File: src/rtl/uart_ctrl_pkg.sv
// uart_ctrl_pkg: register map, status bit indices and reset defaults
// shared by the UART receive-FIFO bus controller.
package uart_ctrl_pkg;

  localparam logic [31:0] ADDR_DATA    = 32'h00;
  localparam logic [31:0] ADDR_VALID   = 32'h04;
  localparam logic [31:0] ADDR_BUSY    = 32'h08;
  localparam logic [31:0] ADDR_BAUD    = 32'h0C;
  localparam logic [31:0] ADDR_PARITY  = 32'h10;
  localparam logic [31:0] ADDR_STOPBIT = 32'h14;
  localparam logic [31:0] ADDR_LEVEL   = 32'h18;
  localparam logic [31:0] ADDR_THRESH  = 32'h1C;
  localparam logic [31:0] ADDR_STATUS  = 32'h20;
  localparam logic [31:0] ADDR_RST     = 32'h24;

  localparam int STAT_OVERRUN = 0;
  localparam int STAT_IRQ_EN  = 1;

  localparam int   BAUD_W        = 17;
  localparam logic RST_PARITY_EN = 1'b1;
  localparam logic RST_STOPBIT   = 1'b1;
  localparam logic RST_IRQ_EN    = 1'b1;

  // Threshold is kept in 1..depth so the IRQ can always fire.
  function automatic logic [31:0] clamp_thresh(
    input logic [31:0] v,
    input logic [31:0] depth
  );
    logic [31:0] r;
    r = v;
    if (v == 32'd0) r = 32'd1;
    else if (v > depth) r = depth;
    return r;
  endfunction

endpackage

File: src/rtl/sync_fifo.sv
// sync_fifo: single-clock FIFO, combinational head, level counter.
// Ports: push/pop/din in; dout/full/empty/level out. Pop+push at full ok.
module sync_fifo #(
  parameter int WIDTH = 8,
  parameter int DEPTH = 16
) (
  input  logic                     clk_i,
  input  logic                     rst_i,
  input  logic                     push,
  input  logic                     pop,
  input  logic [WIDTH-1:0]         din,
  output logic [WIDTH-1:0]         dout,
  output logic                     full,
  output logic                     empty,
  output logic [$clog2(DEPTH):0]   level
);

  localparam int AW = $clog2(DEPTH);
  localparam int LW = AW + 1;

  logic [WIDTH-1:0] mem [DEPTH];
  logic [AW-1:0]    wr_ptr;
  logic [AW-1:0]    rd_ptr;
  logic             push_ok;
  logic             pop_ok;

  assign full    = (level == LW'(DEPTH));
  assign empty   = (level == '0);
  assign pop_ok  = pop & ~empty;
  // A pop frees the slot this cycle, so a push at full still fits.
  assign push_ok = push & (~full | pop_ok);
  assign dout    = mem[rd_ptr];

  always_ff @(posedge clk_i) begin
    if (rst_i) begin
      wr_ptr <= '0;
      rd_ptr <= '0;
      level  <= '0;
    end else begin
      if (push_ok) wr_ptr <= wr_ptr + AW'(1);
      if (pop_ok)  rd_ptr <= rd_ptr + AW'(1);
      level <= level + LW'(push_ok) - LW'(pop_ok);
    end
  end

  always_ff @(posedge clk_i) begin
    if (push_ok) mem[wr_ptr] <= din;
  end

endmodule

File: src/rtl/uart_rx.sv
// uart_rx: 8-bit receiver, even parity optional, stopbit_i=1 -> 2 stops.
// Ports: rx_i, baudrate_i (bits/s), rx_data_o/rx_valid_o pulse, busy_o.
module uart_rx #(
  parameter int unsigned CLK_HZ = 1_000_000
) (
  input  logic        clk_i,
  input  logic        rst_i,
  input  logic        rx_i,
  input  logic [16:0] baudrate_i,
  input  logic        parity_en_i,
  input  logic        stopbit_i,
  output logic [7:0]  rx_data_o,
  output logic        rx_valid_o,
  output logic        busy_o
);

  typedef enum logic [2:0] {
    S_IDLE,
    S_START,
    S_DATA,
    S_PARITY,
    S_STOP
  } state_t;

  state_t      state;
  logic [1:0]  sync;
  logic        rx_s;
  logic [31:0] acc;
  logic [31:0] acc_sum;
  logic        tick;
  logic [7:0]  shreg;
  logic [2:0]  bit_cnt;
  logic        par;
  logic        par_ok;
  logic        stop2;

  assign rx_s    = sync[1];
  // Phase accumulator: one tick per bit period, no divider needed.
  assign acc_sum = acc + {15'd0, baudrate_i};
  assign tick    = (acc_sum >= CLK_HZ);

  always_ff @(posedge clk_i) begin
    if (rst_i) begin
      state      <= S_IDLE;
      sync       <= 2'b11;
      acc        <= '0;
      shreg      <= '0;
      bit_cnt    <= '0;
      par        <= 1'b0;
      par_ok     <= 1'b1;
      stop2      <= 1'b0;
      rx_data_o  <= '0;
      rx_valid_o <= 1'b0;
      busy_o     <= 1'b0;
    end else begin
      sync       <= {sync[0], rx_i};
      rx_valid_o <= 1'b0;
      if (state == S_IDLE) begin
        if (!rx_s) begin
          // Half-period preload puts every tick mid-bit.
          state  <= S_START;
          acc    <= 32'(CLK_HZ / 2);
          busy_o <= 1'b1;
        end
      end else begin
        acc <= tick ? acc_sum - CLK_HZ : acc_sum;
        if (tick) begin
          unique case (state)
            S_START: begin
              if (rx_s) begin
                state  <= S_IDLE;
                busy_o <= 1'b0;
              end else begin
                state   <= S_DATA;
                bit_cnt <= '0;
                par     <= 1'b0;
              end
            end
            S_DATA: begin
              shreg   <= {rx_s, shreg[7:1]};
              par     <= par ^ rx_s;
              bit_cnt <= bit_cnt + 3'd1;
              if (bit_cnt == 3'd7) begin
                state  <= parity_en_i ? S_PARITY : S_STOP;
                par_ok <= 1'b1;
                stop2  <= 1'b0;
              end
            end
            S_PARITY: begin
              par_ok <= (par == rx_s);
              state  <= S_STOP;
            end
            S_STOP: begin
              if (!stop2) begin
                if (rx_s && par_ok) begin
                  rx_valid_o <= 1'b1;
                  rx_data_o  <= shreg;
                end
                if (stopbit_i && rx_s) begin
                  stop2 <= 1'b1;
                end else begin
                  state  <= S_IDLE;
                  busy_o <= 1'b0;
                end
              end else begin
                state  <= S_IDLE;
                busy_o <= 1'b0;
              end
            end
            default: begin
              state  <= S_IDLE;
              busy_o <= 1'b0;
            end
          endcase
        end
      end
    end
  end

endmodule

File: src/rtl/uart_rx_fifo_sb_ctrl.sv
// uart_rx_fifo_sb_ctrl: bus-mapped UART RX with FIFO, threshold IRQ, overrun.
// Ports: clk_i/rst_i, req/addr/we/wdata -> read_data_o, irq req/return, rx_i.
import uart_ctrl_pkg::*;

module uart_rx_fifo_sb_ctrl #(
  parameter int          FIFO_DEPTH        = 16,
  parameter logic [16:0] DEFAULT_BAUD      = 17'd9600,
  parameter int          DEFAULT_THRESHOLD = 1
) (
  input  logic        clk_i,
  input  logic        rst_i,
  input  logic [31:0] addr_i,
  input  logic        req_i,
  input  logic [31:0] write_data_i,
  input  logic        write_enable_i,
  output logic [31:0] read_data_o,
  output logic        interrupt_request_o,
  input  logic        interrupt_return_i,
  input  logic        rx_i
);

  localparam int LW = $clog2(FIFO_DEPTH) + 1;

  logic              rd;
  logic              wr;
  logic              srst;
  logic              rst_all;
  logic              rx_valid;
  logic              rx_busy;
  logic [7:0]        rx_data;
  logic              busy_q;
  logic [BAUD_W-1:0] baud;
  logic              parity_en;
  logic              stopbit;
  logic              irq_en;
  logic              overrun;
  logic              irq_pend;
  logic [LW-1:0]     thresh;
  logic [LW-1:0]     level;
  logic [LW-1:0]     level_next;
  logic [7:0]        head;
  logic              full;
  logic              empty;
  logic              pop;
  logic              pop_ok;
  logic              push_ok;
  logic              ovr_set;
  logic              ovr_clr;
  logic              irq_en_n;
  logic              overrun_n;
  logic              irq_set;
  logic              irq_clr;
  logic              irq_pend_n;
  logic [31:0]       rdata;

  assign rd      = req_i & ~write_enable_i;
  assign wr      = req_i & write_enable_i;
  assign srst    = wr & (addr_i == ADDR_RST) & write_data_i[0];
  assign rst_all = rst_i | srst;

  uart_rx u_rx (
    .clk_i       (clk_i),
    .rst_i       (rst_all),
    .rx_i        (rx_i),
    .baudrate_i  (baud),
    .parity_en_i (parity_en),
    .stopbit_i   (stopbit),
    .rx_data_o   (rx_data),
    .rx_valid_o  (rx_valid),
    .busy_o      (rx_busy)
  );

  sync_fifo #(
    .WIDTH (8),
    .DEPTH (FIFO_DEPTH)
  ) u_fifo (
    .clk_i (clk_i),
    .rst_i (rst_all),
    .push  (rx_valid),
    .pop   (pop),
    .din   (rx_data),
    .dout  (head),
    .full  (full),
    .empty (empty),
    .level (level)
  );

  assign pop        = rd & (addr_i == ADDR_DATA);
  assign pop_ok     = pop & ~empty;
  assign push_ok    = rx_valid & (~full | pop_ok);
  assign ovr_set    = rx_valid & full & ~pop_ok;
  assign level_next = level + LW'(push_ok) - LW'(pop_ok);

  always_comb begin
    irq_en_n = irq_en;
    ovr_clr  = 1'b0;
    if (wr && addr_i == ADDR_STATUS) begin
      irq_en_n = write_data_i[STAT_IRQ_EN];
      ovr_clr  = write_data_i[STAT_OVERRUN];
    end
    overrun_n  = ovr_set | (overrun & ~ovr_clr);
    irq_set    = (push_ok & (level_next >= thresh))
               | (ovr_set & ~overrun);
    irq_clr    = interrupt_return_i
               | ((level_next < thresh) & ~overrun_n);
    // Set beats clear; disabling masks it from the next cycle on.
    irq_pend_n = irq_en_n & (irq_set | (irq_pend & ~irq_clr));
  end

  always_comb begin
    rdata = '0;
    unique case (1'b1)
      addr_i == ADDR_DATA:    rdata = {24'd0, empty ? 8'd0 : head};
      addr_i == ADDR_VALID:   rdata = {31'd0, ~empty};
      addr_i == ADDR_BUSY:    rdata = {31'd0, busy_q};
      addr_i == ADDR_BAUD:    rdata = 32'(baud);
      addr_i == ADDR_PARITY:  rdata = {31'd0, parity_en};
      addr_i == ADDR_STOPBIT: rdata = {31'd0, stopbit};
      addr_i == ADDR_LEVEL:   rdata = 32'(level);
      addr_i == ADDR_THRESH:  rdata = 32'(thresh);
      addr_i == ADDR_STATUS:  rdata = {30'd0, irq_en, overrun};
      default:                rdata = '0;
    endcase
  end

  always_ff @(posedge clk_i) begin
    if (rst_all) begin
      read_data_o <= '0;
      busy_q      <= 1'b0;
      baud        <= DEFAULT_BAUD;
      parity_en   <= RST_PARITY_EN;
      stopbit     <= RST_STOPBIT;
      thresh      <= LW'(DEFAULT_THRESHOLD);
      irq_en      <= RST_IRQ_EN;
      overrun     <= 1'b0;
      irq_pend    <= 1'b0;
    end else begin
      read_data_o <= rd ? rdata : '0;
      busy_q      <= rx_busy;
      irq_en      <= irq_en_n;
      overrun     <= overrun_n;
      irq_pend    <= irq_pend_n;
      if (wr && addr_i == ADDR_THRESH) begin
        thresh <= LW'(clamp_thresh(write_data_i, 32'(FIFO_DEPTH)));
      end
      // Line config is frozen while a frame is in flight.
      if (wr && !busy_q) begin
        if (addr_i == ADDR_BAUD)    baud      <= write_data_i[BAUD_W-1:0];
        if (addr_i == ADDR_PARITY)  parity_en <= write_data_i[0];
        if (addr_i == ADDR_STOPBIT) stopbit   <= write_data_i[0];
      end
    end
  end

  assign interrupt_request_o = irq_pend;

endmodule

File: config.mk
export PLATFORM = sky130hd
export DESIGN_NAME = uart_rx_fifo_sb_ctrl
export DESIGN_NICKNAME = d
export VERILOG_FILES = /design/src/rtl/uart_ctrl_pkg.sv /design/src/rtl/sync_fifo.sv /design/src/rtl/uart_rx.sv /design/src/rtl/uart_rx_fifo_sb_ctrl.sv
export SDC_FILE = /design/constraint.sdc
export NUM_CORES = 1
export LEC_CHECK = 0
export CORE_MARGIN = 2
export CORE_UTILIZATION = 50
export CTS_CLUSTER_DIAMETER = 60
export DETAILED_ROUTE_END_ITERATION = 10
export PLACE_DENSITY = 0.8
export SLEW_MARGIN = 20
export SYNTH_ARGS = -nofsm -noshare
export SYNTH_HDL_FRONTEND = slang
export SYNTH_SLANG_ARGS = --single-unit
File: constraint.sdc
create_clock -name clk_i -period 5.6 [get_ports clk_i]
set_input_delay 0.56 -clock clk_i [delete_from_list [all_inputs] [get_ports clk_i]]
set_output_delay 0.56 -clock clk_i [all_outputs]
set_load 0.01 [all_outputs]
==> flow_metrics.py <==
metrics = {
    "floorplan": {
        "die_area_sq_um": 25800,
        "core_sq_um": 24200,
        "die_w_microns": 160,
        "ios": 103,
        "rows": 57,
        "start_util_pct": 50.6,
        "die_y_microns": 160,
    },
    "synth": {
        "ys_types": 80,
        "synth_area_sq_um": 12200,
        "yosys_warnings": 0,
        "synth_edf_count": 128,
        "synthCells": 1109,
        "ys_ff_latch": 251,
        "synth_ff_type": "edfxtp_1",
        "yosysSeqAreaShare_pct": 51.5,
        "synthArstFlopShare_pct": 0,
        "synth.avg_cell_area_sq_um": 11.0,
    },
    "finish": {
        "utilization_pct": 58.8,
        "syn_to_final_growth_pct": 16.0,
        "fin_nets": 1296,
        "drive_above_1_share_pct": 10.8,
        "antenna_cells": 0,
    },
    "clock_tree": {
        "cts_buffers": 27,
        "clkTransAtPathRegs_ns": 0.06,
        "cts_resized": 0,
        "cts.sinks": 251,
        "cts-root-buf": "clkbuf_16",
        "post_cts_buffers": 0,
        "cts.path.max_buffers": 3,
        "cts.htree.levels": 1,
        "cts_tree": "yes",
        "clk_latency_ns": 0.55,
        "holdBufCountCts": 0,
    },
    "timing": {
        "layout_min_cycle_time_ns": 4.78,
        "fin_worst_skew_ns": 0.0192,
        "tightest_slew_ns": 0.987,
        "rsz0062_at_grt": "false",
        "fin_crit_sh_pct": 85.4,
        "hold_violations": 0,
        "setup_violations": 0,
        "tns_ns": 0,
        "fmax_ghz": 0.209,
        "relSlewSlack_pct": 33.8,
        "drv_slew": 0,
    },
    "critical_path": {
        "cp_max_fo": 9,
        "crit_type": "reg -> reg",
        "worstSetupStartpointType": "flip-flop",
        "r2r-start": "baud[0]",
        "startpoint": "baud[0]",
        "required_ns": 6.00,
        "r2r_slack_ns": 0.82,
        "r2r_cells": 14,
        "setup.worst_path.end": "u_rx.rx_data_o[1]",
        "timing.rr.end": "u_rx.rx_data_o[1]",
        "cp.arrival_ns": 5.18,
        "end_kind": "flip-flop",
    },
    "grt": {
        "antenna_found_initial": 0,
        "grt_usage_pct": 23.4,
        "overflow": 0,
        "grt_pass1_vias": 9023,
        "grt_pass1_wl_microns": 48100,
        "grt_max_degree": 67,
    },
    "route": {
        "vias": 9028,
        "antenna_left": 0,
        "drt_iter0_markers": 723,
        "drc": 0,
        "routedWlPerCell_microns": 19.7,
        "postRouteWirelength_microns": 30100,
        "dr.pass1.iters": 5,
        "vias_per_cell": 5.89,
    },
    "placement": {
        "dp_hpwl_microns": 20900,
        "io_buffers": 87,
        "gp_congestion": 0.917,
    },
    "hold_path": {
        "hold_class": "reg -> reg",
        "hold_depth": 1,
    },
    "pwr": {
        "leakage_uw": 0.00494,
        "powerDensity_nw_per_um2": 365,
        "max-vdd-ir-drop_v": 0.000297,
    },
    "outcome": {
        "outcome": "finished, final reports clean",
    },
    "run": {
        "cap_viol_max_count": 0,
    },
}
## registers in the layout, indices dropped and copies added, names as in the netlist, 2 cells and up, named ones only
| name | flops |
|---|---|
| u_rx.bit_cnt | 3 |
| u_rx.state | 3 |
| u_fifo.wr_ptr | 4 |
| u_rx.sync | 2 |
| read_data_o | 17 |
| u_rx.acc | 32 |
| thresh | 5 |
| u_fifo.rd_ptr | 4 |
| u_rx.shreg | 8 |
| u_rx.rx_data_o | 8 |
| baud | 17 |
| u_fifo.level | 5 |
| u_fifo.mem | 128 |
## area by class of cell
class                   instances  area [sq um]
repair buffers                104           998
fillers                      1896          9970
clock inverters                12           101
inverters                      26          97.6
clock buffers                  38           778
flip-flops and latches        251          6310
multi-input cells             777          5520
well taps                     324           405
## critical path, cell delays in order, from the launching register on
cell,delay (ns)
dfxtp_1,0.33
ha_1,0.22
fa_1,0.40
a21o_2,0.23
a221oi_4,0.38
o32ai_2,0.20
o211ai_1,0.35
or2_2,0.21
xor2_1,0.23
nand4_2,0.18
or4_1,0.74
or2_1,0.30
nand4_1,0.50
mux2i_1,0.28
nor2_1,0.06
## how the worst min path moves through the flow
stage                       startpoint  slack (ns)      endpoint
after floorplan           u_rx.sync[0]        0.39  u_rx.sync[1]
after global placement    u_rx.sync[0]        0.39  u_rx.sync[1]
after detailed placement  u_rx.sync[0]        0.39  u_rx.sync[1]
after CTS                 u_rx.sync[0]        0.41  u_rx.sync[1]
after global routing      u_rx.sync[0]        0.44  u_rx.sync[1]
final                     u_rx.sync[0]        0.40  u_rx.sync[1]
## report_power, final
group | internal, uW | leakage, uW | total (uW) | switching (uW)
combinational | 541 | 0.00233 | 1380 | 843
sequential | 1990 | 0.00218 | 2070 | 88.0
clock | 985 | 0.000428 | 1730 | 745
total | 3510 | 0.00494 | 5190 | 1680
## metal layers
layer  track usage (%)  routed length, microns  vias to the layer above  share of wire, %
met4              6.67                     797                        0               2.6
li1                  -                       -                     4228                 -
met1              30.3                   12500                     4390                41
met5                 0                       0                        -                 0
met2              40.7                   14800                      342                49
met3              4.03                    2000                       68               6.6
## synthesized netlist by cell type, types with 9 or more instances
cell type,instances,area [sq um]
a21oi_1,71,355
a22oi_1,11,82.6
a31oi_1,9,56.3
and2_1,19,119
buf_4,20,150
clkbuf_1,33,124
dfxtp_1,123,2460
edfxtp_1,128,3840
ha_1,37,463
inv_1,26,97.6
mux2i_1,15,150
mux4_2,40,901
nand2_1,119,447
nand2b_1,15,93.8
nand3_1,35,175
nand4_1,12,75.1
nor2_1,91,342
nor3_1,26,130
nor4_1,19,119
o211ai_1,14,105
o21ai_0,39,195
or3_1,10,62.6
xnor2_1,30,263
xor2_1,32,280
## cell families after synthesis
logic type / count (synthesis) / synth area share (%)
AND/OR/NAND/NOR: 393 / 15.6
AO/OA/AOI/OAI: 213 / 11.7
XOR/XNOR: 62 / 4.44
buffers and inverters: 95 / 3.96
other: 1 / 0.0306
multiplexers: 55 / 8.59
adder cells (fa/ha/maj): 39 / 4.11
flip-flops: 251 / 51.5
## metrics by stage
step / worst slack [ns] / instances / power [uW] / hold WS, ns / instance area (sq um)
finish: 0.817 / 1532 / 5190 / 0.401 / 14200
global route: 0.566 / 1532 / 5420 / 0.439 / 14200
CTS: 0.839 / 1532 / 5190 / 0.409 / 14200
detailed placement: 0.575 / 1482 / 3460 / 0.392 / 13300
global placement: 0.741 / 1482 / 3440 / 0.395 / 13300
floorplan: 1.21 / 1123 / 3200 / 0.386 / 12300
## placed cells by master, fill, tap and decap left out, types with 5 or more instances in the layout
cell type	synthesis	final
xor2_1	32	32
edfxtp_1	128	128
inv_1	26	26
o21a_1	6	6
xnor2_1	30	30
nor2_1	91	91
a31oi_1	9	9
nor2b_1	8	8
and3_1	5	5
nor3b_1	7	7
mux4_2	40	40
nand2_1	119	119
buf_4	20	17
nand2b_1	15	15
o211ai_1	14	14
a211oi_1	6	6
clkbuf_16	0	28
or3_1	10	10
mux2i_1	15	15
o21ai_0	39	39
a21o_1	8	8
clkdlybuf4s50_1	0	87
conb_1	1	15
a22oi_1	11	11
a21oi_1	71	71
nand4_1	12	12
nor4_1	19	19
or2_2	6	6
a222oi_1	6	6
dfxtp_1	123	122
nor3_1	26	25
nand3_1	35	35
and2_1	19	19
ha_1	37	37
clkbuf_1	33	6
(Power assumes the default switching activity.)
